<file path="config.mk">
export PLATFORM = sky130hd
export DESIGN_NAME = file_multi
export DESIGN_NICKNAME = d
export VERILOG_FILES = /design/src/rtl/file_multi.sv
export SDC_FILE = /design/constraint.sdc
export NUM_CORES = 1
export LEC_CHECK = 0
export ABC_CLOCK_PERIOD_IN_PS = 3600
export CAP_MARGIN = 10
export CORE_MARGIN = 4
export CORE_UTILIZATION = 50
export CTS_BUF_LIST = sky130_fd_sc_hd__clkbuf_16
export CTS_CLUSTER_SIZE = 14
export DETAILED_ROUTE_END_ITERATION = 8
export GPL_ROUTABILITY_DRIVEN = 0
export PLACE_DENSITY = 0.7
export SYNTH_ARGS = -nofsm -noshare
export SYNTH_HDL_FRONTEND = slang
export SYNTH_SLANG_ARGS = --single-unit
</file>
<file path="constraint.sdc">
create_clock -name i_clk -period 3.6 [get_ports i_clk]
set_input_delay 0.54 -clock i_clk [delete_from_list [all_inputs] [get_ports i_clk]]
set_output_delay 0.54 -clock i_clk [all_outputs]
set_load 0.005 [all_outputs]
</file>
<file path="src/rtl/file_multi.sv">
// Parametrised two-port register file with swap, range flag and init sweep.
// Port A executes commands; port B is a free-running registered read.
module file_multi #(
    parameter int DATA_W = 8,
    parameter int DEPTH  = 16,
    parameter int ADDR_W = 8
) (
    input  logic              i_clk,
    input  logic              i_rst,
    input  logic              i_file_en,
    input  logic [3:0]        i_operation,
    input  logic [ADDR_W-1:0] i_addr,
    input  logic [DATA_W-1:0] i_ac,
    input  logic [ADDR_W-1:0] i_addr_b,
    output logic [DATA_W-1:0] o_file_out,
    output logic [DATA_W-1:0] o_file_out_b,
    output logic              o_out_valid,
    output logic              o_addr_err,
    output logic              o_busy
);
    localparam int CW = (DEPTH > 1) ? $clog2(DEPTH) : 1;
    localparam logic [ADDR_W:0] LIM  = (ADDR_W+1)'(DEPTH);
    localparam logic [CW-1:0]   LAST = CW'(DEPTH - 1);

    typedef enum logic {S_SWEEP, S_IDLE} state_t;

    state_t            r_state;
    state_t            w_state_nx;
    logic [CW-1:0]     r_cnt;
    logic [CW-1:0]     w_cnt_nx;
    logic [DATA_W-1:0] r_mem [DEPTH];
    logic [DATA_W-1:0] r_file_out;
    logic [DATA_W-1:0] r_file_out_b;
    logic              r_out_valid;
    logic              r_addr_err;

    logic              w_a_in;
    logic              w_b_in;
    logic [CW-1:0]     w_a_idx;
    logic [CW-1:0]     w_b_idx;
    logic [DATA_W-1:0] w_rd_a;
    logic [DATA_W-1:0] w_rd_b;
    logic              w_op_rd;
    logic              w_op_wr;
    logic              w_op_sw;
    logic              w_op_in;
    logic              w_we;
    logic [CW-1:0]     w_waddr;
    logic [DATA_W-1:0] w_wdata;
    logic              w_ld;
    logic [DATA_W-1:0] w_ld_val;
    logic              w_err;
    logic              w_b_hit;

    assign w_a_in  = {1'b0, i_addr} < LIM;
    assign w_b_in  = {1'b0, i_addr_b} < LIM;
    assign w_a_idx = i_addr[CW-1:0];
    assign w_b_idx = i_addr_b[CW-1:0];
    assign w_rd_a  = w_a_in ? r_mem[w_a_idx] : '0;
    assign w_rd_b  = w_b_in ? r_mem[w_b_idx] : '0;

    assign w_op_rd = i_operation == 4'b0000;
    assign w_op_wr = i_operation == 4'b0001;
    assign w_op_sw = i_operation == 4'b0010;
    assign w_op_in = i_operation == 4'b0011;

    always_ff @(posedge i_clk) begin
        if (i_rst) begin
            r_state <= S_SWEEP;
            r_cnt   <= '0;
        end else begin
            r_state <= w_state_nx;
            r_cnt   <= w_cnt_nx;
        end
    end

    always_comb begin
        w_state_nx = r_state;
        w_cnt_nx   = r_cnt;
        w_we       = 1'b0;
        w_waddr    = w_a_idx;
        w_wdata    = i_ac;
        w_ld       = 1'b0;
        w_ld_val   = i_ac;
        w_err      = 1'b0;
        unique case (r_state)
            S_SWEEP: begin
                w_we    = 1'b1;
                w_waddr = r_cnt;
                w_wdata = DATA_W'(r_cnt);
                if (r_cnt == LAST) begin
                    w_state_nx = S_IDLE;
                    w_cnt_nx   = '0;
                end else begin
                    w_cnt_nx = r_cnt + 1'b1;
                end
            end
            S_IDLE: begin
                if (i_file_en) begin
                    unique case (1'b1)
                        w_op_rd: begin
                            w_ld     = 1'b1;
                            w_ld_val = w_rd_a;
                            w_err    = !w_a_in;
                        end
                        w_op_wr: begin
                            w_we  = w_a_in;
                            w_err = !w_a_in;
                        end
                        w_op_sw: begin
                            w_ld     = 1'b1;
                            w_ld_val = w_rd_a;
                            w_we     = w_a_in;
                            w_err    = !w_a_in;
                        end
                        w_op_in: begin
                            w_state_nx = S_SWEEP;
                            w_cnt_nx   = '0;
                        end
                        default: w_ld = 1'b1;
                    endcase
                end
            end
            default: ;
        endcase
    end

    // Port B sees the value being written this edge (write-first).
    assign w_b_hit = w_we && w_b_in && (w_waddr == w_b_idx);

    always_ff @(posedge i_clk) begin
        if (w_we && !i_rst) begin
            r_mem[w_waddr] <= w_wdata;
        end
    end

    always_ff @(posedge i_clk) begin
        if (i_rst) begin
            r_file_out   <= '0;
            r_file_out_b <= '0;
            r_out_valid  <= 1'b0;
            r_addr_err   <= 1'b0;
        end else begin
            if (w_ld) begin
                r_file_out <= w_ld_val;
            end
            r_file_out_b <= w_b_hit ? w_wdata : w_rd_b;
            r_out_valid  <= w_ld;
            r_addr_err   <= w_err;
        end
    end

    assign o_file_out   = r_file_out;
    assign o_file_out_b = r_file_out_b;
    assign o_out_valid  = r_out_valid;
    assign o_addr_err   = r_addr_err;
    assign o_busy       = r_state == S_SWEEP;
endmodule
</file>
==> results of run 1 <==
[final timing paths]
path                         startpoint                          to  slack (ps)  cells after the start
min          o_file_out[0]$_SDFFE_PP0P_  o_file_out[0]$_SDFFE_PP0P_         500                      2
max                           i_addr[7]       r_mem[8][6]$_DFFE_PP_         750                      7
max reg2reg          r_state$_SDFF_PP0_  o_file_out_b[3]$_SDFF_PP0_         900                      5
min reg2reg  o_file_out[0]$_SDFFE_PP0P_  o_file_out[0]$_SDFFE_PP0P_         500                      2
[area by class of cell]
cell class	instances	area (µm²)
clock inverter	15	138
tap	180	225
inverter	9	33.8
multi-input combinational	243	2620
sequential	151	4300
timing repair buffer	80	726
clock buffer	17	425
fill	1026	5410
[report_power, final]
| part | internal (mW) | switching [mW] | leakage [nW] |
|---|---|---|---|
| clock | 1.01 | 0.690 | 0.285 |
| combinational | 0.157 | 0.164 | 1.16 |
| sequential | 1.91 | 0.0163 | 1.34 |
[metrics by stage]
stage | instances | cell area [µm²]
2_1_floorplan | 430 | 7070
5_1_grt | 695 | 8470
3_3_place_gp | 663 | 7910
3_5_place_dp | 663 | 7910
6_report | 695 | 8470
4_1_cts | 695 | 8470
[metal layers]
layer	up-vias	share of wire, %	wire [µm]
li1	1890	-	-
met1	2294	39	7230
met2	247	50	9320
met3	29	8.2	1520
met4	0	2.3	421
met5	-	0	0
[critical path, delay by kind of cell]
family / cells / cell delay [ps]
buffers and inverters: 2 / 590
AO/OA/AOI/OAI: 1 / 390
AND/OR/NAND/NOR: 4 / 1440
[synth_stat cells, types with 5 or more instances]
cell type,instances,share of area [%]
nand2_1,21,1.1
a22oi_1,19,2.0
a211oi_1,12,1.3
clkbuf_1,13,0.69
dfxtp_1,23,6.5
o2bb2ai_1,8,0.99
mux2i_1,8,1.1
a21oi_1,17,1.2
xnor2_1,5,0.62
edfxtp_1,128,54
nor2_1,36,1.9
buf_2,10,0.71
inv_1,9,0.48
mux2_2,16,2.5
nor2b_1,7,0.62
mux4_2,64,20
[kinds of logic (layout without fill, tap and decap cells)]
family / Yosys count / after routing / share of synthesized area [%]
flops: 151 / 151 / 60.8
mux: 88 / 88 / 24.1
simple gates: 86 / 86 / 6.03
compound gates: 63 / 63 / 6.19
buf+inv: 36 / 121 / 2.09
xor+xnor: 5 / 5 / 0.619
fa+ha+maj: 1 / 1 / 0.177
[flip-flops by register name, summed over array words and instances, names as in the netlist]
name,count
o_file_out,8
r_cnt,4
o_addr_err,1
o_file_out_b,8
o_out_valid,1
r_mem,128
r_state,1
==> summary.md, run 1 <==
| Metric | Value |
|---|---|
| WHS | `504 ps` |
| DRC viols | `0` |
| Unrepaired setup endpoints after global routing | `false` |
| Layout cells sized above 1 | `28.7%` |
| Total Routed Length | `18.5 mm` |
| Clock latency on the worst-skew pair | `420 ps` |
| CP Data Arrival Time | `2970 ps` |
| Global-route met2 utilization | `39.8%` |
| # hold bufs at CTS | `0` |
| Setup WS post-layout | `751 ps` |
| Largest net degree at the start of global routing | `33` |
| Io pins | `50` |
| Required time of the critical path | `3720 ps` |
| Clock Sinks | `151` |
| Final setup violating endpoints | `0` |
| Maximum clock frequency | `0.351 GHz` |
| DR vias | `4460` |
| Number of flops mapped to enable cells by yosys | `128` |
| Critical path type | `in2reg` |
| Cell Area, Synth | `7070 µm²` |
| Worst Setup Start Kind | `primary input` |
| Synth Register Bits | `151` |
| Seq/Total Area, Yosys | `60.8%` |
| Vias per cell | `6.42` |
| Final HPWL DP | `12.7 mm` |
| Final worst-path cycle share | `79.1%` |
| Syn nets | `462` |
| First-pass GRT wire length | `28.0 mm` |
| Antenna diodes | `0` |
| Mean post-synth cell area | `16.5 µm²` |
| CTS-repair resized insts | `0` |
| Fin nets | `534` |
| Fin crit period | `2850 ps` |
| Slew Limit Fails | `0` |
| Most used routing layer in global routing | `met2` |
| Crit path largest cell delay | `570 ps` |
| Port Buffers | `49` |
| Die Span Y | `127 µm` |
| DIE WIDTH | `127 µm` |
| Ys flop type | `edfxtp_1` |
| Commonest non-fill, non-tap cell in the layout | `edfxtp_1` |
| Antenna violations before repair | `0` |
| Met3 usage | `6.27%` |
| Synth warnings | `0` |
| Leakage power | `2.78 nW` |
| Worst Setup End Kind | `flop` |
| Worst-Margin Slew | `959 ps` |
| Clk buf depth | `2` |
| Slowest cell on crit path | `or4_4` |
| Post-route core utilization | `61.1%` |
| Post-route setup TNS | `0 ps` |
| Power Density | `466 nW/µm²` |
| Initial DRC count | `636` |
| Synth Instances | `430` |
| Vias in the first global route | `4626` |
| Die area | `16100 µm²` |
| Layout area overhead | `19.8%` |
| Setup Skew | `13.1 ps` |
| Core area | `13900 µm²` |
| CTS root buf | `clkbuf_16` |
| Gr usage total | `24.0%` |
| Most frequent cells in the layout | `edfxtp_1, mux4_2, clkdlybuf4s50_1` |
| ANT nets after route | `0` |
| Max FO, Critical Path | `8` |
| Total power draw | `3.95 mW` |
| Post-CTS setup buffers | `0` |
| Initial cell density of the core | `51.0%` |
| Async SR Flop Fraction | `0%` |
| Max-cap violations | `0` |
| Status | `complete, no violations` |
| Setup WS pre-CTS | `381 ps` |
| Hold Vio Cnt, Final | `0` |
| CTS tree | `yes` |
| GR Overflow Total | `0` |
| HP Class | `reg2reg` |
| Routed length per instance | `26.6 µm` |
| Cts bufs inserted | `17` |
| Pre-antenna DRT Iters | `5` |
| Met1 GRT Util | `31.0%` |
| Rel. slew slack | `36.0%` |
| Row Count | `43` |
| Synth cell types | `37` |
| Reg clk slew, reported paths | `60 ps` |
| Crit-path cells | `clkdlybuf4s50_1 > or4_4 > or3_4 > o32ai_1 > nand3b_1 > nor2_1 > buf_4` |
| Max IR drop VDD | `0.325 mV` |
| H-tree Lvls | `4` |
Note: power is estimated with default switching activity, not from simulation.
==> run 2: changes to the inputs <==
--- a/config.mk
+++ b/config.mk
@@ -5,7 +5,7 @@
 export SDC_FILE = /design/constraint.sdc
 export NUM_CORES = 1
 export LEC_CHECK = 0
-export ABC_CLOCK_PERIOD_IN_PS = 3600
+export ABC_CLOCK_PERIOD_IN_PS = 2700
 export CAP_MARGIN = 10
 export CORE_MARGIN = 4
 export CORE_UTILIZATION = 50
==> constraint.sdc (replaced) <==
create_clock -name i_clk -period 2.7 [get_ports i_clk]
set_input_delay 0.405 -clock i_clk [delete_from_list [all_inputs] [get_ports i_clk]]
set_output_delay 0.405 -clock i_clk [all_outputs]
set_load 0.005 [all_outputs]
==> run 2 against run 1 <==
Effect of this change: worst setup slack lost 630 ps; flip-flop and latch count unchanged; sequential share of layout area is 1.4 points lower; combinational power is 40% higher; largest power group unchanged.
==> summary.md, run 2 (synthesized netlist as in run 1, its figures left out) <==
| Metric | Value |
|---|---|
| Placed Cells | `688` |
| Rel. slew slack | `57.7%` |
| Worst-Margin Slew | `634 ps` |
| Initial cell density of the core | `51.0%` |
| Max FFs per register | `128` |
| Status | `complete, no violations` |
| DRC viols | `0` |
| WP buf/inv | `2` |
| Port Buffers | `49` |
| Most flop-heavy register | `r_mem` |
| Largest net degree at the start of global routing | `33` |
| CP delay by family, top | `simple AND/OR/NAND/NOR gates` |
| Clock latency on the worst-skew pair | `430 ps` |
| Routed length per instance | `25.9 µm` |
| Reg power frac | `48.9%` |
| Final setup violating endpoints | `0` |
| Slew Limit Fails | `0` |
| Leakage power | `2.91 nW` |
| Core area | `13900 µm²` |
| Sw frac | `23.0%` |
| Metal2 WL | `9.04 mm` |
| Layout area overhead | `23.2%` |
| DIE WIDTH | `127 µm` |
| GR Overflow Total | `0` |
| Total power draw | `5.26 mW` |
| Vias per cell | `6.34` |
| Commonest non-fill, non-tap cell in the layout | `edfxtp_1` |
| Worst Setup End Kind | `flop` |
| Gr usage total | `24.0%` |
| CTS root buf | `clkbuf_16` |
| DR vias | `4564` |
| Required time of the critical path | `2840 ps` |
| Unrepaired setup endpoints after global routing | `false` |
| ANT nets after route | `0` |
| Max-cap violations | `0` |
| Row Count | `43` |
| WHS | `513 ps` |
| Hold Vio Cnt, Final | `0` |
| Clk buf depth | `2` |
| Power Density | `603 nW/µm²` |
| First-pass GRT wire length | `27.8 mm` |
| Cell-internal power | `4.05 mW` |
| Critical path type | `in2reg` |
| HP Class | `reg2reg` |
| Clock Sinks | `151` |
| Worst Setup Start Kind | `primary input` |
| Fin nets | `559` |
| Pre-antenna DRT Iters | `5` |
| CP Data Arrival Time | `2710 ps` |
| Antenna diodes | `0` |
| Crit-path cells | `clkdlybuf4s50_1 > or4_4 > or3_4 > o32ai_2 > nand3b_1 > nor2_1 > buf_4` |
| Met1 Wirelength | `7.32 mm` |
| Layout cells sized above 1 | `32.4%` |
| CTS tree | `yes` |
| Die area | `16100 µm²` |
| Final HPWL DP | `13.6 mm` |
| Vias in the first global route | `4589` |
| Antenna violations before repair | `0` |
| Slowest cell on crit path | `or4_4` |
| Fin crit period | `2580 ps` |
| Reg clk slew, reported paths | `60 ps` |
| Max Used Layer | `met5` |
| Most frequent cells in the layout | `edfxtp_1, mux4_2, buf_4` |
| Setup Skew | `9.34 ps` |
| Initial DRC count | `514` |
| Cts bufs inserted | `17` |
| Final Non-Filler Cells | `720` |
| Post-route setup TNS | `0 ps` |
| Final worst-path cycle share | `95.4%` |
| Max IR drop VDD | `1.07 mV` |
| Crit path largest cell delay | `550 ps` |
| Clk pwr share | `42.6%` |
| Net switching power | `1.21 mW` |
| Maximum clock frequency | `0.388 GHz` |
| Die Span Y | `127 µm` |
| Met3 routed WL | `1.78 mm` |
| H-tree Lvls | `4` |
| Comb power frac | `8.5%` |
| Io pins | `50` |
| Max FO, Critical Path | `8` |
| Total Routed Length | `18.7 mm` |
run 2: cell count changes in the layout (fill, tap and decap cells not counted), moves of 2 or more:
| cell | delta |
|---|---|
| buf_12 | +4 |
| buf_4 | +21 |
| clkinv_1 | -2 |
| clkinv_2 | -4 |
| clkinvlp_4 | +3 |
| inv_6 | +2 |
run 2: final timing paths:
| check | startpoint | to | slack [ps] | cells after the start |
|---|---|---|---|---|
| max reg2reg | r_state$_SDFF_PP0_ | r_mem[4][4]$_DFFE_PP_ | 200 | 6 |
| max | i_addr[7] | r_mem[4][4]$_DFFE_PP_ | 120 | 7 |
| min | o_file_out[2]$_SDFFE_PP0P_ | o_file_out[2]$_SDFFE_PP0P_ | 510 | 2 |
| min reg2reg | o_file_out[2]$_SDFFE_PP0P_ | o_file_out[2]$_SDFFE_PP0P_ | 510 | 2 |
run 2: power groups by stage:
stage / Clock [mW] / Combinational, mW / Sequential [mW]
final: 2.24 / 0.448 / 2.57
after global routing: 2.36 / 0.475 / 2.57
after CTS: 2.27 / 0.446 / 2.57
after detailed placement: 0 / 0.443 / 2.62
after global placement: 0 / 0.434 / 2.62
after floorplan: 0 / 0.272 / 2.61
run 2: repair_timing:
action,CTS,global route
setup buffers,0,0
hold buffers,0,0
resized for setup,0,1
endpoints found under the setup margin,0,51
run 2: layout make-up:
cell class,instances,area (µm²)
Clock inverter,15,133
Fill cell,971,5170
Timing Repair Buffer,105,963
Tap cell,180,225
Clock buffer,17,425
Inverter,9,33.8
Sequential cell,151,4300
Multi-Input combinational cell,243,2630
run 2: through the flow:
step	utilization (%)	setup WS (ps)	instance area, µm²
finish	62.8	123	8710
global route	62.8	69.4	8710
CTS	62.7	21.3	8710
detailed placement	58.7	-429	8150
global placement	58.7	-316	8150
floorplan	-	94.8	7070
run 2: worst min-delay path, delay by kind of cell (launching register included):
kind	cells	cell delay (ps)
and+or+nand+nor	1	100
DFF	1	310
AOI/OAI and AO/OA	1	50
run 2: metal layers:
| layer | track usage (%) | vias to the layer above |
|---|---|---|
| li1 | - | 1941 |
| met1 | 30.8 | 2305 |
| met2 | 38.3 | 282 |
| met3 | 7.87 | 34 |
| met4 | 8.52 | 2 |
| met5 | 2.17 | - |
==> run 3: changes to the inputs <==
--- a/config.mk
+++ b/config.mk
@@ -7,7 +7,7 @@
 export LEC_CHECK = 0
 export ABC_CLOCK_PERIOD_IN_PS = 2700
 export CAP_MARGIN = 10
-export CORE_MARGIN = 4
+export CORE_MARGIN = 2
 export CORE_UTILIZATION = 50
 export CTS_BUF_LIST = sky130_fd_sc_hd__clkbuf_16
 export CTS_CLUSTER_SIZE = 14
==> run 3 against run 2 <==
Effect of this change: cell area decreased by 0.66%; via count shrank 1.2%; worst setup slack better by 48 ps; worst hold slack worse by 9.1 ps; clock skew about the same; sequential share of layout area increased by 0.33 points.
==> summary.md, run 3 (synthesized netlist as in run 1, its figures left out) <==
| Metric | Value |
|---|---|
| Layout cells sized above 1 | `31.0%` |
| Reg clk slew, reported paths | `60 ps` |
| Placed Cells | `681` |
| Die area | `15100 µm²` |
| Worst-Margin Slew | `641 ps` |
| Core area | `13800 µm²` |
| End of the worst register-to-register path | `o_file_out_b[3]$_SDFF_PP0_` |
| Most flop-heavy register | `r_mem` |
| Post-DP Area | `8100 µm²` |
| Leakage power | `2.88 nW` |
| Vias per cell | `6.33` |
| DIE WIDTH | `123 µm` |
| CTS root buf | `clkbuf_16` |
| R2R Path Start | `r_state$_SDFF_PP0_` |
| Clk pwr share | `41.9%` |
| Total power draw | `5.20 mW` |
| Worst Setup SP | `i_addr[7]` |
| Reg2Reg Depth | `7` |
| Rel. slew slack | `57.2%` |
| DRC viols | `0` |
| Maximum clock frequency | `0.395 GHz` |
| Io pins | `50` |
| Pre-antenna DRT Iters | `5` |
| Final instance area | `8660 µm²` |
| Clock Sinks | `151` |
| Worst Setup End Kind | `flop` |
| Antenna diodes | `0` |
| Die Span Y | `123 µm` |
| Final worst-path cycle share | `93.7%` |
| Initial DRC count | `643` |
| Routed length per instance | `24.8 µm` |
| Worst Setup Start Kind | `primary input` |
| WHS | `503 ps` |
| Largest net degree at the start of global routing | `22` |
| Post-route core utilization | `62.6%` |
| Most frequent cells in the layout | `edfxtp_1, mux4_2, clkdlybuf4s50_1` |
| Cts bufs inserted | `17` |
| Total Routed Length | `17.7 mm` |
| Net switching power | `1.09 mW` |
| Max FFs per register | `128` |
| Power Density | `600 nW/µm²` |
| Required time of the critical path | `2820 ps` |
| Initial cell density of the core | `51.2%` |
| Layout area overhead | `22.4%` |
| CP Data Arrival Time | `2650 ps` |
| Final HPWL DP | `12.7 mm` |
| Fin crit period | `2530 ps` |
| Cell-internal power | `4.10 mW` |
| Max FO, Critical Path | `4` |
| Port Buffers | `49` |
| Vias in the first global route | `4588` |
| Max-cap violations | `0` |
| Status | `complete, no violations` |
| Antenna violations before repair | `1` |
| Critical Path End | `r_mem[8][0]$_DFFE_PP_` |
| Final Non-Filler Cells | `713` |
| # hold bufs at CTS | `0` |
| H-tree Lvls | `4` |
| Max IR drop VDD | `0.402 mV` |
| Sw frac | `21.0%` |
| Clk buf depth | `2` |
| Fin nets | `552` |
| GR Overflow Total | `0` |
| Commonest non-fill, non-tap cell in the layout | `edfxtp_1` |
| Gr usage total | `25.1%` |
| Clock latency on the worst-skew pair | `410 ps` |
| Setup Skew | `9.33 ps` |
| Row Count | `43` |
| Comb power frac | `8.6%` |
| Slew Limit Fails | `0` |
| Reg power frac | `49.6%` |
| ANT nets after route | `0` |
| CTS tree | `yes` |
| First-pass GRT wire length | `26.4 mm` |
| Critical path type | `in2reg` |
| Final setup violating endpoints | `0` |
| FF-to-FF setup slack | `260 ps` |
| Hold Vio Cnt, Final | `0` |
| Unrepaired setup endpoints after global routing | `false` |
| DR vias | `4510` |
| HP Class | `reg2reg` |
[run 3: cell count changes in the layout (fill, tap and decap cells not counted)]
cell	delta
buf_4	-7
clkinv_1	+4
clkinv_2	+4
inv_6	-4
clkinv_4	-3
clkinvlp_4	-2
bufinv_16	+1
nor4_1	-1
nor4_2	+1
[run 3: timing repair]
item | 4_1_cts | 5_1_grt
endpoints found under the setup margin | 0 | 59
endpoints found under the hold margin | 0 | 0
resized for setup | 0 | 2
buffers inserted | 0 | 0
[run 3: how the worst min path moves through the flow]
stage | start | end | cells past startpoint
6_report | o_file_out[7]$_SDFFE_PP0P_ | o_file_out[7]$_SDFFE_PP0P_ | 2
5_1_grt | o_file_out[0]$_SDFFE_PP0P_ | o_file_out[0]$_SDFFE_PP0P_ | 2
4_1_cts | o_file_out[7]$_SDFFE_PP0P_ | o_file_out[7]$_SDFFE_PP0P_ | 2
3_5_place_dp | o_file_out[7]$_SDFFE_PP0P_ | o_file_out[7]$_SDFFE_PP0P_ | 2
3_3_place_gp | o_file_out[7]$_SDFFE_PP0P_ | o_file_out[7]$_SDFFE_PP0P_ | 2
2_1_floorplan | o_file_out[0]$_SDFFE_PP0P_ | o_file_out[0]$_SDFFE_PP0P_ | 2
[run 3: final cells by class]
| cell class | instances | area, µm² |
|---|---|---|
| fill | 950 | 5170 |
| sequential | 151 | 4300 |
| multi-input combinational | 243 | 2640 |
| clock buffer | 17 | 425 |
| tap | 180 | 225 |
| inverter | 9 | 33.8 |
| timing repair buffer | 98 | 911 |
| clock inverter | 15 | 121 |
[run 3: layer usage]
layer / global-route usage (%) / routed length, µm / vias to the layer above
met5: 0 / 0 / -
li1: - / - / 1928
met4: 12.0 / 697 / 0
met3: 6.32 / 1470 / 41
met2: 39.8 / 8630 / 240
met1: 32.6 / 6880 / 2301
[run 3: worst max-delay path, stage by stage]
cell,delay [ps]
clkdlybuf4s50_1,400
or4_4,570
or3_4,420
o32ai_2,270
nand3b_1,220
nor2_1,200
buf_4,160
[run 3: through the flow]
step                setup TNS, ps  worst slack [ps]
detailed placement         -27590              -348
CTS                             0              82.8
floorplan                       0              94.8
global route                    0              50.2
finish                          0               171
global placement           -23500              -308
[run 3: power by group through the flow]
stage / Clock, mW / Sequential (mW) / Combinational, mW
5_1_grt: 2.32 / 2.58 / 0.472
3_3_place_gp: 0 / 2.62 / 0.433
4_1_cts: 2.20 / 2.57 / 0.442
2_1_floorplan: 0 / 2.61 / 0.272
6_report: 2.18 / 2.57 / 0.444
3_5_place_dp: 0 / 2.62 / 0.438
